===== config.mk =====
export PLATFORM = sky130hd
export DESIGN_NAME = mips_boot_ctrl
export DESIGN_NICKNAME = d
export VERILOG_FILES = /design/src/rtl/mips_boot_pkg.sv /design/src/rtl/boot_mem_mux.sv /design/src/rtl/mips_boot_ctrl.sv
export SDC_FILE = /design/constraint.sdc
export NUM_CORES = 1
export LEC_CHECK = 0
export CAP_MARGIN = 20
export CORE_MARGIN = 2
export CORE_UTILIZATION = 33
export DETAILED_ROUTE_END_ITERATION = 10
export PLACE_DENSITY = 0.95
export RECOVER_POWER = 50
export SYNTH_ARGS = -nofsm -noshare
export SYNTH_HDL_FRONTEND = slang
export SYNTH_HIERARCHICAL = 1
export SYNTH_SLANG_ARGS = --single-unit

===== constraint.sdc =====
create_clock -name clk -period 6.7 [get_ports clk]
set_input_delay 1.34 -clock clk [delete_from_list [all_inputs] [get_ports clk]]
set_output_delay 1.34 -clock clk [all_outputs]
set_load 0.01 [all_outputs]

===== src/rtl/mips_boot_pkg.sv =====
// Shared types and constants for the MIPS program loader / run sequencer.
package mips_boot_pkg;

  typedef enum logic [2:0] {
    IDLE,
    LOAD,
    RUN,
    HALT,
    ERR
  } boot_state_e;

  typedef enum logic [1:0] {
    MUX_IDLE,
    MUX_LOAD,
    MUX_CORE
  } mux_sel_e;

  localparam logic [31:0] DEFAULT_HALT_ADDR = 32'h0000_FFFC;
  localparam logic [31:0] BOOT_WORD_BYTES   = 32'd4;

  // Byte address of the idx-th word of the load window.
  function automatic logic [31:0] word_addr(input logic [31:0] base, input logic [15:0] idx);
    return base + ({16'd0, idx} * BOOT_WORD_BYTES);
  endfunction

endpackage


===== src/rtl/boot_mem_mux.sv =====
// Memory port select between idle, loader and core; a core store to the halt
// address is reported and kept off the memory.
module boot_mem_mux
  import mips_boot_pkg::*;
#(
  parameter logic [31:0] BASE_ADDR = 32'h0000_0000,
  parameter logic [31:0] HALT_ADDR = DEFAULT_HALT_ADDR
) (
  input  mux_sel_e    sel,
  input  logic [31:0] ld_adr,
  input  logic [31:0] ld_data,
  input  logic [31:0] core_adr,
  input  logic [31:0] core_writedata,
  input  logic        core_memwrite,
  output logic [31:0] mem_adr,
  output logic [31:0] mem_writedata,
  output logic        mem_memwrite,
  output logic        halt_hit
);

  always_comb begin
    mem_adr       = BASE_ADDR;
    mem_writedata = '0;
    mem_memwrite  = 1'b0;
    halt_hit      = 1'b0;
    case (sel)
      MUX_LOAD: begin
        mem_adr       = ld_adr;
        mem_writedata = ld_data;
        mem_memwrite  = 1'b1;
      end
      MUX_CORE: begin
        halt_hit      = core_memwrite && (core_adr == HALT_ADDR);
        mem_adr       = core_adr;
        mem_writedata = core_writedata;
        mem_memwrite  = core_memwrite && !halt_hit;
      end
      default: ;
    endcase
  end

endmodule


===== src/rtl/mips_boot_ctrl.sv =====
// Program loader and run sequencer for the multi-cycle MIPS core.
// Optional cycle counter enabled by defining MIPS_BOOT_CYCLE_CNT_EN.
module mips_boot_ctrl
  import mips_boot_pkg::*;
#(
  parameter logic [31:0] BASE_ADDR = 32'h0000_0000,
  parameter int unsigned MAX_WORDS = 256,
  parameter logic [31:0] HALT_ADDR = DEFAULT_HALT_ADDR
) (
  input  logic        clk,
  input  logic        reset_n,
  input  logic        start,
  input  logic        ld_valid,
  input  logic [31:0] ld_data,
  input  logic        ld_last,
  output logic        ld_ready,
  output logic        core_reset_n,
  input  logic [31:0] core_adr,
  input  logic [31:0] core_writedata,
  input  logic        core_memwrite,
  output logic [31:0] mem_adr,
  output logic [31:0] mem_writedata,
  output logic        mem_memwrite,
  output logic        busy,
  output logic        done,
  output logic        err,
  output logic [15:0] words,
  output logic [31:0] cycles
);

  localparam logic [15:0] MAX_W  = 16'(MAX_WORDS);
  localparam logic [15:0] LAST_W = 16'(MAX_WORDS - 1);

  boot_state_e state_reg, state_next;
  logic [15:0] words_reg, words_next;
  logic        core_reset_n_reg;
  logic        ld_fire;
  logic        halt_hit;
  mux_sel_e    mux_sel;

  assign ld_ready = reset_n && (state_reg == LOAD) && (words_reg < MAX_W);
  assign ld_fire  = ld_valid && ld_ready;

  // Port ownership is decided outside the FSM process so halt_hit feeds back cleanly.
  assign mux_sel = !reset_n              ? MUX_IDLE :
                   (state_reg == RUN)    ? MUX_CORE :
                   ld_fire               ? MUX_LOAD : MUX_IDLE;

  boot_mem_mux #(
    .BASE_ADDR(BASE_ADDR),
    .HALT_ADDR(HALT_ADDR)
  ) u_mux (
    .sel           (mux_sel),
    .ld_adr        (word_addr(BASE_ADDR, words_reg)),
    .ld_data       (ld_data),
    .core_adr      (core_adr),
    .core_writedata(core_writedata),
    .core_memwrite (core_memwrite),
    .mem_adr       (mem_adr),
    .mem_writedata (mem_writedata),
    .mem_memwrite  (mem_memwrite),
    .halt_hit      (halt_hit)
  );

  always_comb begin
    state_next = state_reg;
    words_next = words_reg;
    case (state_reg)
      IDLE, HALT, ERR: begin
        if (start) begin
          state_next = LOAD;
          words_next = '0;
        end
      end
      LOAD: begin
        if (ld_fire) begin
          words_next = words_reg + 16'd1;
          if (ld_last)
            state_next = RUN;
          else if (words_reg == LAST_W)
            state_next = ERR;
        end else if (words_reg >= MAX_W) begin
          state_next = ERR;
        end
      end
      RUN: begin
        if (halt_hit)
          state_next = HALT;
      end
      default: state_next = IDLE;
    endcase
  end

  always_ff @(posedge clk) begin
    if (!reset_n) begin
      state_reg        <= IDLE;
      words_reg        <= '0;
      core_reset_n_reg <= 1'b0;
    end else begin
      state_reg        <= state_next;
      words_reg        <= words_next;
      core_reset_n_reg <= (state_next == RUN);
    end
  end

`ifdef MIPS_BOOT_CYCLE_CNT_EN
  logic [31:0] cycles_reg;
  logic        clear_counts;

  assign clear_counts = start && ((state_reg == IDLE) || (state_reg == HALT) || (state_reg == ERR));

  // Counts cycles the core actually sees out of reset; sticks at all-ones.
  always_ff @(posedge clk) begin
    if (!reset_n || clear_counts)
      cycles_reg <= '0;
    else if (core_reset_n_reg && (cycles_reg != 32'hFFFF_FFFF))
      cycles_reg <= cycles_reg + 32'd1;
  end

  assign cycles = cycles_reg;
`else
  assign cycles = 32'h0;
`endif

  assign core_reset_n = core_reset_n_reg;
  assign words        = words_reg;
  assign busy         = (state_reg == LOAD) || (state_reg == RUN);
  assign done         = (state_reg == HALT);
  assign err          = (state_reg == ERR);

endmodule

[Yosys cells after proc, flatten, opt, wreduce, memory -nomap -nowiden]
Index checks and enable logic that the tools add are counted.
Word-level totals
  register bits: 20
  input bits: 102
  output and inout bits: 118
  word-level logic and storage cells: 45
Cells by class
  add/sub/neg operators: 1
  magnitude comparators: 2
  equal/unequal tests: 11
  muxes and demuxes: 17
  reductions and logical operators: 11
Operators with widths (number)
  $pmux W32 S2: 2
  $eq A32 B16 Y1 const B: 1
  $mux W16: 2
  $pmux W16 S2: 1
  $mux W3: 6
  $add A16 B1 Y16 const B: 1
  $eq A16 B8 Y1 const B: 1
  $ge A16 B9 Y1 const B: 1
  $lt A16 B9 Y1 const B: 1
  $eq A3 B2 Y1 const B: 3
  $pmux W3 S3: 1
  $logic_and A1 B1 Y1: 5
  $mux W2: 2
  $ne A2 B2 Y1 const B: 2
  $eq A3 B1 Y1 const B: 1
  $eq A3 B3 Y1 const B: 1
  $logic_not A3 Y1: 1
  $reduce_and A3 Y1: 1
  $reduce_or A3 Y1: 1
  $eq A2 B1 Y1 const B: 1
  $eq A2 B2 Y1 const B: 1
  $mux W1: 2
  $pmux W1 S2: 1
  $reduce_bool A2 Y1: 1
  2 further kinds: 2

[Longest topological paths before layout]
  depth after elaboration: 12
  depth in mapped cells: 14
  mapped depth without buffers: 10

[Modules after synthesis]
The synthesis kept the hierarchy.
Modules (own cells, without submodules)
  mips_boot_ctrl: times used 1, cells an instance 175, area an instance 1362.6 µm², seq. area each 400.4 µm²
  boot_mem_mux: times used 1, cells an instance 169, area an instance 938.4 µm², seq. area each 0.0 µm²

[Worst setup path before layout]
No wires, ideal clock.
  path type: input port to output port
  from: in reset_n
  to: out mem_memwrite
  data arrival time: 3358 ps
  data required time: 5360 ps
  slack: 2002 ps
  stages on the path: 10
  path buffers: 4
  path through: clkbuf_1 -> nand2_1 -> or4_4 -> inv_2 -> buf_4 -> ha_1 -> clkbuf_1 -> buf_1 -> inv_1 -> o22ai_1
On the way
  word-level cells in the longest chain between the ends: 8
  elaborated cells between the ends (all ways): 9
  classes of those cells: 2 x eq/ne; 4 x mux; 3 x reduce/logical
Ends and longest elaborated chain
  from (decl): line mips_boot_ctrl.sv:11  | input logic reset_n,
  $logic_and A1 B1 Y1 (2 in a row): line mips_boot_ctrl.sv:41  | assign ld_ready = reset_n && (state_reg == LOAD) && (words_reg < MAX_W);
  $logic_and A1 B1 Y1: line mips_boot_ctrl.sv:42  | assign ld_fire = ld_valid && ld_ready;
  $mux W1: line mips_boot_ctrl.sv:47  | ld_fire ? MUX_LOAD : MUX_IDLE;
  $mux W2: line mips_boot_ctrl.sv:46  | (state_reg == RUN) ? MUX_CORE :
  $mux W2 (*): line mips_boot_ctrl.sv:45  | assign mux_sel = !reset_n ? MUX_IDLE :
  named net mux_sel[0]: line mips_boot_ctrl.sv:39  | mux_sel_e mux_sel;
  $eq A2 B2 Y1 / $eq A2 B1 Y1 (equally long branches): line boot_mem_mux.sv:26  | case (sel)
  $pmux W1 S2 (*): line boot_mem_mux.sv:26
  to (decl): line mips_boot_ctrl.sv:23  | output logic mem_memwrite,
Mark *: on every way through the listed nets, which the timed path passes. The rest lies on a longest branch.

[Final worst setup path]
  from: in reset_n
  to: out mem_adr[8]
On the way
  word-level cells in the longest chain between the ends: 8
  elaborated cells between the ends (all ways): 9
  classes of those cells: 2 x eq/ne; 4 x mux; 3 x reduce/logical
Ends and longest elaborated chain
  $logic_and A1 B1 Y1 (2 in a row): line mips_boot_ctrl.sv:41
  $logic_and A1 B1 Y1: line mips_boot_ctrl.sv:42
  $mux W1: line mips_boot_ctrl.sv:47
  $mux W2: line mips_boot_ctrl.sv:46
  $mux W2 (*): line mips_boot_ctrl.sv:45
  $eq A2 B2 Y1 / $eq A2 B1 Y1 (equally long branches): line boot_mem_mux.sv:26
  $pmux W32 S2 (*): line boot_mem_mux.sv:26
  to (decl): line mips_boot_ctrl.sv:21  | output logic [31:0] mem_adr,
Mark *: on every way between the ends. The rest lies on a longest branch, timed or not.

==> results.py <==
metrics = {
    "sta": {
        "setup_ws_ns": 0.494,
        "fin_crit_ns": 6.21,
        "fin_skew_ns": 0.00203,
        "final_hold_viol_count": 0,
        "worstMarginPinSlew_ns": 0.793,
        "max_freq_mhz": 161,
        "setup_violations": 0,
        "finalSetupTns_ns": 0,
        "drv_slew": 0,
        "fin_crit_sh_pct": 92.6,
        "rsz0062_at_grt": "false",
        "relSlewSlack_pct": 47.0,
    },
    "clock_network": {
        "ctsHoldBuffers": 0,
        "cts_sinks": 20,
        "clk_pin_slew_ns": 0.07,
        "cts_tree": "built",
        "ctsRootBufferMaster": "clkbuf_8",
        "htree_levels": 1,
        "cts_buffer_depth": 2,
        "clk_latency_ns": 0.26,
        "numCtsBuffers": 3,
        "ctsResizeCount": 0,
        "post_cts_buffers": 0,
    },
    "die": {
        "die_y_um": 87.5,
        "rows": 30,
        "dieWidth_um": 87.5,
        "start_util_pct": 34.1,
        "core_region_area_mm2": 0.00676,
        "ios": 220,
        "dieArea_mm2": 0.00766,
    },
    "setup_path": {
        "arrival_ns": 4.87,
        "start_kind": "input port",
        "rrSetupSlack_ns": 3.27,
        "crit_start": "reset_n",
        "endpoint_kind": "primary output",
        "critPathRequiredTime_ns": 5.36,
        "crit_type": "input port to primary output",
        "reg2reg_to": "core_reset_n",
        "cp_max_fo": 34,
        "crit_end": "mem_adr[8]",
        "r2r-start": "words[11]",
        "r2r_cells": 11,
    },
    "drt": {
        "viasPerCell": 5.42,
        "avgRoutedWirePerCell_um": 17.7,
        "drt-pass1-iter-count": 5,
        "initialDrtViolationCount": 275,
        "vias": 3290,
        "antenna_left": 0,
        "drc": 0,
        "wirelength_um": 10700,
    },
    "finish": {
        "layout_common_cells": "clkdlybuf4s50_1 (154), nor2_1 (73), a22oi_1 (66)",
        "largest_reg_flops": 16,
        "n_fill_cell": 594,
        "layoutNonFillerInstCount": 607,
        "drive_gt1_share_pct": 3.04,
        "n_antenna_cell": 0,
        "area.sequential_um2": 400,
        "final_cell_area_mm2": 0.00419,
        "multi_input_area_mm2": 0.00165,
        "final_common_cell": "clkdlybuf4s50_1",
        "synthToLayoutAreaGrowth_pct": 81.9,
        "final_nets": 635,
    },
    "synth": {
        "avgSynthCellArea_um2": 6.69,
        "synth_edf_count": 0,
        "async_flop_share_pct": 0,
        "syn_inst": 344,
        "yosysWarnings": 6,
        "ys.flop_type": "dfxtp_1",
        "netlist_area_mm2": 0.00230,
        "synth_seq_area_share_pct": 17.4,
        "synthDistinctLibCells": 47,
        "synth-seq-cells": 20,
    },
    "pwr": {
        "power.leakage_nw": 1.46,
        "sequentialPowerShare_pct": 37.8,
        "p_sw_share_pct": 29.6,
        "intPower_mw": 0.228,
        "p_total_mw": 0.323,
        "ir_worst_vdd_v": 0.0000934,
        "switchingPower_mw": 0.0956,
        "p_comb_share_pct": 37.8,
        "clock_power_share_pct": 24.4,
        "power.density_mw_per_mm2": 77.2,
    },
    "grt": {
        "grt_overflow": 0,
        "grt_max_degree": 36,
        "grt_pass1_vias": 2994,
        "grt_pass1_wl_um": 15800,
        "grt_usage_pct": 26.1,
        "antenna_found_initial": 0,
    },
    "placement": {
        "place_inst": 604,
        "gp_congestion": 0.975,
        "place_area_mm2": 0.00415,
        "io_buffers": 187,
        "hpwl_um": 8520,
        "place_ws_ns": 0.758,
    },
    "status": {
        "outcome": "completed",
    },
    "hold_path": {
        "min_path_type": "flop to flop",
    },
    "flow_run": {
        "drv_cap": 0,
    },
}
cells by family (layout without fill, tap and decap cells):
logic type      Yosys count  after routing  synth area share [%]
compound gates          108            108                  33.3
xor+xnor                  1              1                 0.381
fa+ha+maj                 4              4                  2.18
buf+inv                  76            212                  18.2
flops                    20             20                  17.4
mux                       1              1                 0.435
other cells               1             48                 0.163
simple gates            133            133                  28.0
per-stage QoR:
stage | util [%] | hold slack, ns
floorplan | - | 0.493
global placement | 61.5 | 0.485
detailed placement | 61.5 | 0.497
CTS | 62.1 | 0.508
global route | 61.9 | 0.525
finish | 61.9 | 0.496
power by group through the flow:
stage / Sequential, mW / Combinational (mW) / Clock (mW)
global placement: 0.125 / 0.118 / 0
CTS: 0.122 / 0.122 / 0.0797
detailed placement: 0.125 / 0.121 / 0
finish: 0.122 / 0.122 / 0.0788
floorplan: 0.123 / 0.0580 / 0
global route: 0.122 / 0.131 / 0.0835
layer usage:
| layer | global-route usage [%] | part of all wire, % | vias to the layer above |
|---|---|---|---|
| li1 | - | - | 1547 |
| met1 | 33.2 | 39 | 1527 |
| met2 | 46.6 | 51 | 195 |
| met3 | 3.79 | 8.4 | 21 |
| met4 | 5.87 | 1.7 | 0 |
| met5 | 0 | 0 | - |
final cells by class:
class / instances / area share, %
repair buffers: 193 / 46.1
multi-input cells: 295 / 39.5
flip-flops and latches: 20 / 9.57
well taps: 80 / 2.39
inverters: 16 / 1.43
clock buffers: 3 / 0.987
critical path, stage by stage:
cell             delay (ns)
dlygate4sd3_1          0.71
nand2_1                0.18
or4_1                  0.64
inv_2                  0.26
inv_1                  0.07
ha_2                   0.74
buf_4                  0.33
nor2_1                 0.08
clkdlybuf4s50_1        0.50
Yosys cell counts, types with 3 or more instances:
cell type   n  area share [%]
a21oi_1    16             3.5
a22oi_1    66              22
and3_1      4             1.1
buf_1      12             2.0
buf_4      33              11
clkbuf_1   13             2.1
dfxtp_1    20              17
ha_1        4             2.2
inv_1      15             2.4
nand2_1    12             2.0
nand2b_1    3            0.82
nand3_1     7             1.5
nand4_1     5             1.4
nor2_1     73              12
nor3_1      7             1.5
nor4_1      5             1.4
o211ai_1    5             1.6
o21ai_0     7             1.5
or3_1       3            0.82
or4_4       3             1.5
worst min path at each step:
stage / startpoint / end / depth (start not counted)
after floorplan: words[15] / words[15] / 2
after global placement: words[15] / words[15] / 2
after detailed placement: words[15] / words[15] / 2
after CTS: words[15] / words[15] / 2
after global routing: words[15] / words[15] / 2
final: words[15] / words[15] / 2
(Power assumes the default switching activity.)
